`config.mk`:
```
export PLATFORM = sky130hd
export DESIGN_NAME = conv_pe_5x5_seq
export DESIGN_NICKNAME = d
export VERILOG_FILES = /design/src/rtl/conv_pe_5x5_seq.sv
export SDC_FILE = /design/constraint.sdc
export NUM_CORES = 2
export LEC_CHECK = 0
export CORE_ASPECT_RATIO = 1.1
export CORE_MARGIN = 2
export CORE_UTILIZATION = 25
export CTS_CLUSTER_DIAMETER = 50
export DETAILED_ROUTE_END_ITERATION = 8
export GPL_TIMING_DRIVEN = 0
export PLACE_DENSITY_LB_ADDON = 0.15
export SYNTH_ARGS = -nofsm -noshare
export SYNTH_HDL_FRONTEND = slang
export SYNTH_SLANG_ARGS = --single-unit
```
`constraint.sdc`:
```
create_clock -name clk -period 31.1 [get_ports clk]
set_clock_uncertainty 0.05 [all_clocks]
set_input_delay 6.22 -clock clk [delete_from_list [all_inputs] [get_ports clk]]
set_output_delay 6.22 -clock clk [all_outputs]
set_load 0.1 [all_outputs]
```
`src/rtl/conv_pe_5x5_seq.sv`:
```
// Sequential 5x5 convolution PE: serially loaded signed kernel,
// one window row multiply-accumulated per cycle, ReLU/saturated output.
module conv_pe_5x5_seq #(
  parameter int ACC_W = 24,
  parameter int SHIFT = 0
) (
  input  logic                    clk,
  input  logic                    reset_n,
  input  logic                    i_wgt_clear,
  input  logic                    i_wgt_valid,
  input  logic signed [7:0]       i_wgt_data,
  output logic                    o_wgt_loaded,
  input  logic signed [ACC_W-1:0] i_bias,
  input  logic                    i_valid,
  output logic                    o_ready,
  input  logic                    i_row_start,
  input  logic                    i_row_end,
  input  logic [199:0]            i_win,
  output logic                    o_out_valid,
  input  logic                    i_out_ready,
  output logic signed [ACC_W-1:0] o_acc,
  output logic [7:0]              o_pixel,
  output logic                    o_first,
  output logic                    o_last,
  output logic [4:0]              o_col
);

  typedef enum logic [1:0] {
    IDLE,
    MAC,
    OUT
  } state_t;

  state_t                  state;
  logic signed [7:0]       kern [25];
  logic [4:0]              idx;
  logic [2:0]              row;
  logic [199:0]            win_q;
  logic signed [ACC_W-1:0] acc;
  logic                    first_q;
  logic                    last_q;
  logic                    pend;

  logic                    wgt_we;
  logic                    accept;
  logic [4:0]              k_i;
  logic signed [8:0]       pix9;
  logic signed [16:0]      prod;
  logic signed [ACC_W-1:0] row_sum;
  logic signed [ACC_W-1:0] sum;
  logic signed [ACC_W-1:0] shifted;
  logic [7:0]              pix;

  assign wgt_we = reset_n && state == IDLE && !o_wgt_loaded
                  && i_wgt_valid && !i_wgt_clear;
  assign accept = i_valid && o_ready;

  // Kernel storage has no reset; contents are only trusted once loaded.
  always_ff @(posedge clk) begin
    if (wgt_we) kern[idx] <= i_wgt_data;
  end

  always_comb begin
    row_sum = '0;
    k_i     = '0;
    pix9    = '0;
    prod    = '0;
    for (int c = 0; c < 5; c++) begin
      k_i     = 5'(5 * int'(row) + c);
      pix9    = $signed({1'b0, win_q[{k_i, 3'b000} +: 8]});
      prod    = pix9 * kern[k_i];
      row_sum = row_sum + {{(ACC_W-17){prod[16]}}, prod};
    end
    sum     = acc + row_sum;
    shifted = sum >>> SHIFT;
    if (shifted[ACC_W-1])
      pix = 8'd0;
    else if (|shifted[ACC_W-2:8])
      pix = 8'hFF;
    else
      pix = shifted[7:0];
  end

  always_ff @(posedge clk) begin
    if (!reset_n) begin
      state        <= IDLE;
      o_wgt_loaded <= 1'b0;
      idx          <= '0;
      row          <= '0;
      win_q        <= '0;
      acc          <= '0;
      first_q      <= 1'b0;
      last_q       <= 1'b0;
      pend         <= 1'b0;
      o_ready      <= 1'b0;
      o_out_valid  <= 1'b0;
      o_acc        <= '0;
      o_pixel      <= '0;
      o_first      <= 1'b0;
      o_last       <= 1'b0;
      o_col        <= '0;
    end else begin
      if (i_row_start) pend <= 1'b1;
      unique case (state)
        IDLE: begin
          if (i_wgt_clear) begin
            idx          <= '0;
            o_wgt_loaded <= 1'b0;
          end else if (wgt_we) begin
            if (idx == 5'd24) begin
              idx          <= '0;
              o_wgt_loaded <= 1'b1;
            end else begin
              idx <= idx + 5'd1;
            end
          end
          if (accept) begin
            win_q   <= i_win;
            acc     <= i_bias;
            first_q <= pend | i_row_start;
            last_q  <= i_row_end;
            pend    <= 1'b0;
            row     <= '0;
            o_ready <= 1'b0;
            state   <= MAC;
          end else begin
            o_ready <= !i_wgt_clear
                       && (o_wgt_loaded || (wgt_we && idx == 5'd24));
          end
        end
        MAC: begin
          acc <= sum;
          row <= row + 3'd1;
          if (row == 3'd4) begin
            state       <= OUT;
            o_out_valid <= 1'b1;
            o_acc       <= sum;
            o_pixel     <= pix;
            o_first     <= first_q;
            o_last      <= last_q;
            if (first_q)
              o_col <= '0;
            else if (o_col != 5'd31)
              o_col <= o_col + 5'd1;
          end
        end
        OUT: begin
          if (i_out_ready) begin
            state       <= IDLE;
            o_out_valid <= 1'b0;
            o_ready     <= o_wgt_loaded;
          end
        end
        default: state <= IDLE;
      endcase
    end
  end

endmodule

```
# [Word level (Yosys, flattened, before mapping)]
# Memories as Yosys holds them, arrays and structs flattened.
# Index checks and enable logic that the tools add are counted.
[word_totals] output_inout_bits=42 mem_bits_rw=200 wordCells=105 inputBits=240 reg_bits=279 mem_count=1
[mem_list] name="kern" depth=25 width=8 read_ports=5 rd_clocked_by_memory_dff=0 write_ports=1 line_no="35" source="logic signed [7:0] kern [25];"
[classes] n_bitwise=1 reduce_logical=27 multipliers=6 addsub=12 shift=5 n_eq_ne=8 muxes=29
[ops] cell="$shiftx A200 B9 Y8" count=5
[ops] cell="$mul A9 B8 Y17" count=5
[ops] cell="$pmux W24 S2" count=1
[ops] cell="$mux W5" count=5
[ops] cell="$add A24 B21 Y24" count=1
[ops] cell="$mux W24" count=1
[ops] cell="$add A20 B17 Y21" count=1
[ops] cell="$add A19 B17 Y20" count=1
[ops] cell="$add A18 B17 Y19" count=1
[ops] cell="$add A17 B17 Y18" count=1
[ops] cell="$mux W8" count=2
[ops] cell="$add A5 B3 Y5 const B" count=3
[ops] cell="$reduce_or A15 Y1" count=1
[ops] cell="$mux W1" count=12
[ops] cell="$reduce_and A3 Y1" count=4
[ops] cell="$reduce_bool A2 Y1" count=6
[ops] cell="$add A5 B1 Y5 const B" count=2
[ops] cell="$reduce_and A2 Y1" count=5
[ops] cell="$logic_and A1 B1 Y1" count=7
[ops] cell="$mux W2" count=3
[ops] cell="$ne A2 B2 Y1 const B" count=3
[ops] cell="$pmux W2 S3" count=1
[ops] cell="$pmux W3 S2" count=1
[ops] cell="$add A5 B2 Y5 const B" count=1
[ops] cell="13 further kinds" count=15

# [Longest topological paths before layout]
[depth] word_depth=12 mapped_depth=41 ltp_nobuf=35

# [Worst setup path after synthesis]
# OpenSTA, ideal clock, no wires.
[synth_timing] path_type="reg2reg" start="reg row[1]" end="reg o_pixel[6]" t_required_ns=30.902 n_path_buf=7 synth_period_minus_slack_ns=11.007 arrival_ns=10.809 setup_ns=0.148 slack_ns=20.093 path_stages_with_launch=35 path_cell_list="dfxtp_1 -> buf_2 -> buf_2 -> clkinv_1 -> ha_1 -> clkbuf_1 -> buf_2 -> buf_2 -> buf_2 -> clkbuf_1 -> mux4_2 -> a211oi_1 -> a31oi_1 -> or2_2 -> fa_1 -> fa_1 -> fa_1 -> inv_1 -> fa_1 -> fa_1 -> fa_1 -> fa_1 -> inv_1 -> fa_1 -> inv_1 -> ha_1 -> ha_1 -> and2_4 -> a221o_1 -> o21a_1 -> or4_4 -> a2111oi_4 -> nand4_2 -> nor4b_4 -> a32oi_1"
[synth_via] elab_chain_cells=12 elab_cells_between_ends=26 classes_between="add/sub (9); mul (6); eq/ne (1); shift (5); mux (2); reduce/logical (2); memory (1)"
[synth_lines] element="start, declared" line_no="37" source="logic [2:0] row;"
[synth_lines] element="start signal, assigned" line_no="133" source="row <= row + 3'd1;"
[synth_lines] element="$mul A3 B3 Y5" line_no="69" source="k_i = 5'(5 * int'(row) + c);"
[synth_lines] element="$add A5 B2 Y5" line_no="69"
[synth_lines] element="$shiftx A200 B9 Y8 / $mem_v2 Z25 W8 (equally long branches)"
[synth_lines] element="$mul A9 B8 Y17" line_no="71" source="prod = pix9 * kern[k_i];"
[synth_lines] element="$add A17 B17 Y18" line_no="72" source="row_sum = row_sum + {{(ACC_W-17){prod[16]}}, prod};"
[synth_lines] element="$add A18 B17 Y19" line_no="72"
[synth_lines] element="$add A19 B17 Y20" line_no="72"
[synth_lines] element="$add A20 B17 Y21" line_no="72"
[synth_lines] element="$add A24 B21 Y24" line_no="74" source="sum = acc + row_sum;"
[synth_lines] element="$reduce_or A15 Y1" line_no="78" source="else if (|shifted[ACC_W-2:8])"
[synth_lines] element="$mux W8" line_no="78"
[synth_lines] element="$mux W8" line_no="76" source="if (shifted[ACC_W-1])"
[synth_lines] element="end signal, assigned" line_no="138" source="o_pixel <= pix;"
[synth_lines] element="end, declared" line_no="22" source="output logic [7:0] o_pixel,"
# Parallel ways exist; a longest one is shown, timed or not.
# A chain may end at the register's enable or synchronous reset.

# [Final worst setup path]
# Ends and elaborated chain as after synthesis.

==> impl_metrics.csv <==
group,metric,value,unit
timing,period_needed,15.30,ns
synthesis,synthTopCellsByCount,"nand2_1 (644), inv_1 (430), mux4_2 (404), fa_1 (326), nor2_1 (311)",
cts,cts_inserted_buffers,76,
synthesis,syn_inst,4062,
die,pin_count,282,
setup_path,timing.critical_path.mode_cell,"fa_1",
timing,maxSlewViolCount,0,
hold_path,min-delay-start,"pend",
cts,cts_tree,"yes",
timing,setup_ws,15.80,ns
die,die_h,441,µm
setup_path,reg2regPathDepth,34,
timing,setup_tns,0,ns
setup_path,cp-end-kind,"flip-flop",
power,power_density,32.2,nW/µm²
global_route,gr-total-overflow,0,
global_route,grt_max_degree,26,
timing,finalHoldViolCount,0,
die,floorplan.core_area,173000,µm²
timing,rsz0062_at_grt,"no",
routing,totalWireLength,208000,µm
hold_path,holdPathStages,2,
cts,clockRootBuffer,"clkbuf_16",
global_route,grt_pass1_vias,36300,
synthesis,async_flop_share,0,
run_status,status,"complete, no violations",
synthesis,synth_edf_count,200,
placed_design,gp_congestion,1.00,
setup_path,crit_type,"reg -> reg",
placed_design,pre_cts_ws,15.85,ns
hold_path,hold_class,"reg -> reg",
synthesis,ys_ff_latch,479,
final_layout,drive_above_1_share,0.157,
synthesis,yosysTopAreaCell,"mux4_2",
placed_design,hpwlAfterDp,169000,µm
cts,htreeDepth,3,
synthesis,syn_nets,4846,
timing,fmax,0.0654,GHz
routing,post_drt_wl_per_cell,30.8,µm
timing,tightest_slew,1.43,ns
routing,drc,0,
job,cap_violations,0,
routing,drt_iter0_markers,3718,
routing,drtAntennaViolNets,0,
cts,clockBufferDepth,3,
final_layout,nets,5218,
synthesis,synth_warnings,0,
routing,vias,35900,
routing,dr.pass1.iters,6,
die,fp.dieW,402,µm
timing,period_share,0.492,
synthesis,syn_area_per_cell,10.7,µm²
power,power.leakage,19.2,nW
synthesis,synth_top_cell_area_share,0.209,
global_route,grt_pass1_wl,289000,µm
global_route,grtUsageTotal,0.233,
cts,clock_sinks,479,
die,rows,160,
die,start_util,0.252,
setup_path,reg2reg_to,"o_pixel[6]",
cts,hold_buffers,0,
cts,clk_pin_slew,0.06,ns
timing,maxSlewHeadroom,0.0197,
power,vdd_drop_max,36.5,µV
synthesis,ys_types,68,
final_layout,layout.cells.non_filler,6764,
synthesis,syn_area,43500,µm²
setup_path,cp_top_family,"adder cells",
placed_design,dp.cells,6623,
synthesis,synth_ff_type,"dfxtp_1",
setup_path,cp_num_buf_inv,10,
timing,finalSetupViolCount,0,
placed_design,portBuffers,280,
synthesis,synthTopCellsByArea,"mux4_2 (21%), fa_1 (15%), edfxtp_1 (14%)",
setup_path,worst_ep_required_time,31.60,ns
hold_path,min_to,"pend",
setup_path,crit_path_top_delay_cell,"a31oi_1",
final_layout,area_delta_synth_final,19.8,%
setup_path,r2r_slack,15.80,ns
setup_path,path_max_fanout,12,
global_route,antenna_found_initial,12,
setup_path,worstSetupStartpointType,"flip-flop",
cts,ctsResizeCount,0,
setup_path,crit_path_max_incr_delay,1.16,ns
routing,routed_via_density,5.31,
cts,clk_latency,0.72,ns
setup_path,regToRegStartpoint,"row[1]",
synthesis,seq_area_frac_synth,0.267,
die,dieArea,177000,µm²
setup_path,arrival,15.80,ns
synthesis,synth.most_common_cell,"nand2_1",
cts,post_cts_buffers,0,
[kinds of logic (layout without fill, tap and decap cells)]
| kind of cell | after synthesis | count (layout) | share of synthesized area |
|---|---|---|---|
| buf+inv | 679 | 1109 | 0.0606 |
| compound gates | 571 | 571 | 0.0904 |
| simple gates | 1208 | 1208 | 0.119 |
| mux | 540 | 540 | 0.242 |
| fa+ha+maj | 544 | 544 | 0.213 |
| xor+xnor | 41 | 41 | 0.00861 |
| flops | 479 | 479 | 0.267 |
| other cells | 0 | 4 | 0 |
[worst max path at each step]
stage               startpoint          to  slack (ns)  cells after the start
floorplan               row[1]  o_pixel[6]       20.09                     34
global placement        row[1]  o_pixel[3]       15.91                     35
detailed placement      row[1]  o_pixel[3]       15.85                     35
CTS                     row[1]  o_pixel[6]       15.88                     35
global route            row[1]  o_pixel[7]       15.35                     36
finish                  row[1]  o_pixel[6]       15.80                     34
[cell type report]
cell class              count  area (µm²)
fillers                 18100      121000
multi-input cells        2904       29400
flip-flops and latches    479       11600
repair buffers            294        3000
well taps                2268        2840
clock buffers              86        1980
inverters                 432        1620
plain buffers             247        1020
clock inverters            50         649
diodes                      4        10.0
[flip-flops by register name (all words and copies together), names as in the netlist]
| name | count |
|---|---|
| kern | 200 |
| win_q | 200 |
| acc | 24 |
| o_acc | 24 |
| o_pixel | 8 |
| idx | 5 |
| o_col | 5 |
| row | 3 |
| state | 2 |
| first_q | 1 |
| last_q | 1 |
| o_first | 1 |
| o_last | 1 |
| o_out_valid | 1 |
| o_ready | 1 |
| o_wgt_loaded | 1 |
| pend | 1 |
[power breakdown]
part	total, mW	switching (mW)	internal (mW)	leakage (nW)
clock network	0.885	0.356	0.528	1.25
logic	0.134	0.0735	0.0602	13.9
registers	0.656	0.000672	0.655	4.04
[layer usage]
metal | global-route usage | up-vias | routed length, µm
li1 | - | 15000 | -
met1 | 0.293 | 18700 | 83300
met2 | 0.393 | 1768 | 100000
met3 | 0.0407 | 434 | 14900
met4 | 0.0990 | 10 | 9940
met5 | 0 | - | 68
[metrics by stage]
stage                     hold slack, ns  total power, mW  cell area, µm²  utilization
after floorplan                    0.372            0.732           43500            -
after CTS                          0.416             1.69           52000        0.301
after global placement             0.389            0.803           49100        0.284
final                              0.411             1.67           52100        0.301
after global routing               0.437             1.72           52100        0.301
after detailed placement           0.402            0.803           49400        0.286
[cells in the final DEF, fill, tap and decap left out, types with 20 or more instances in the layout]
master           synthesis  layout
clkdlybuf4s50_1          0     280
buf_1                   32      31
xnor2_1                 26      26
clkbuf_1               162     167
a211oi_1                29      29
and2_1                  35      35
edfxtp_1               200     200
mux4_2                 404     404
nor2_1                 311     310
nor2b_1                 64      64
mux2i_1                104     103
dfxtp_1                279     279
ha_1                   218     218
o21ai_0                 48      48
clkbuf_16                0      77
a21oi_1                 95      93
a21boi_0               237     237
fa_1                   326     326
nand2b_1                20      20
buf_2                   50      52
or2_2                   40      40
nand3_1                 43      43
a22oi_1                 37      37
mux2_2                  32      32
nand2_1                644     644
inv_1                  430     430
[worst reg2reg max path: cells and delay by family (launching register included)]
kind / cells / cell delay [ns]
AND/OR/NAND/NOR: 5 / 1.23
XOR/XNOR: 1 / 0.56
buffers and inverters: 10 / 4.54
AO/OA/AOI/OAI: 6 / 2.31
multiplexers: 1 / 0.47
flip-flops: 1 / 0.55
adder cells (fa/ha/maj): 11 / 5.52
(Power assumes the default switching activity.)
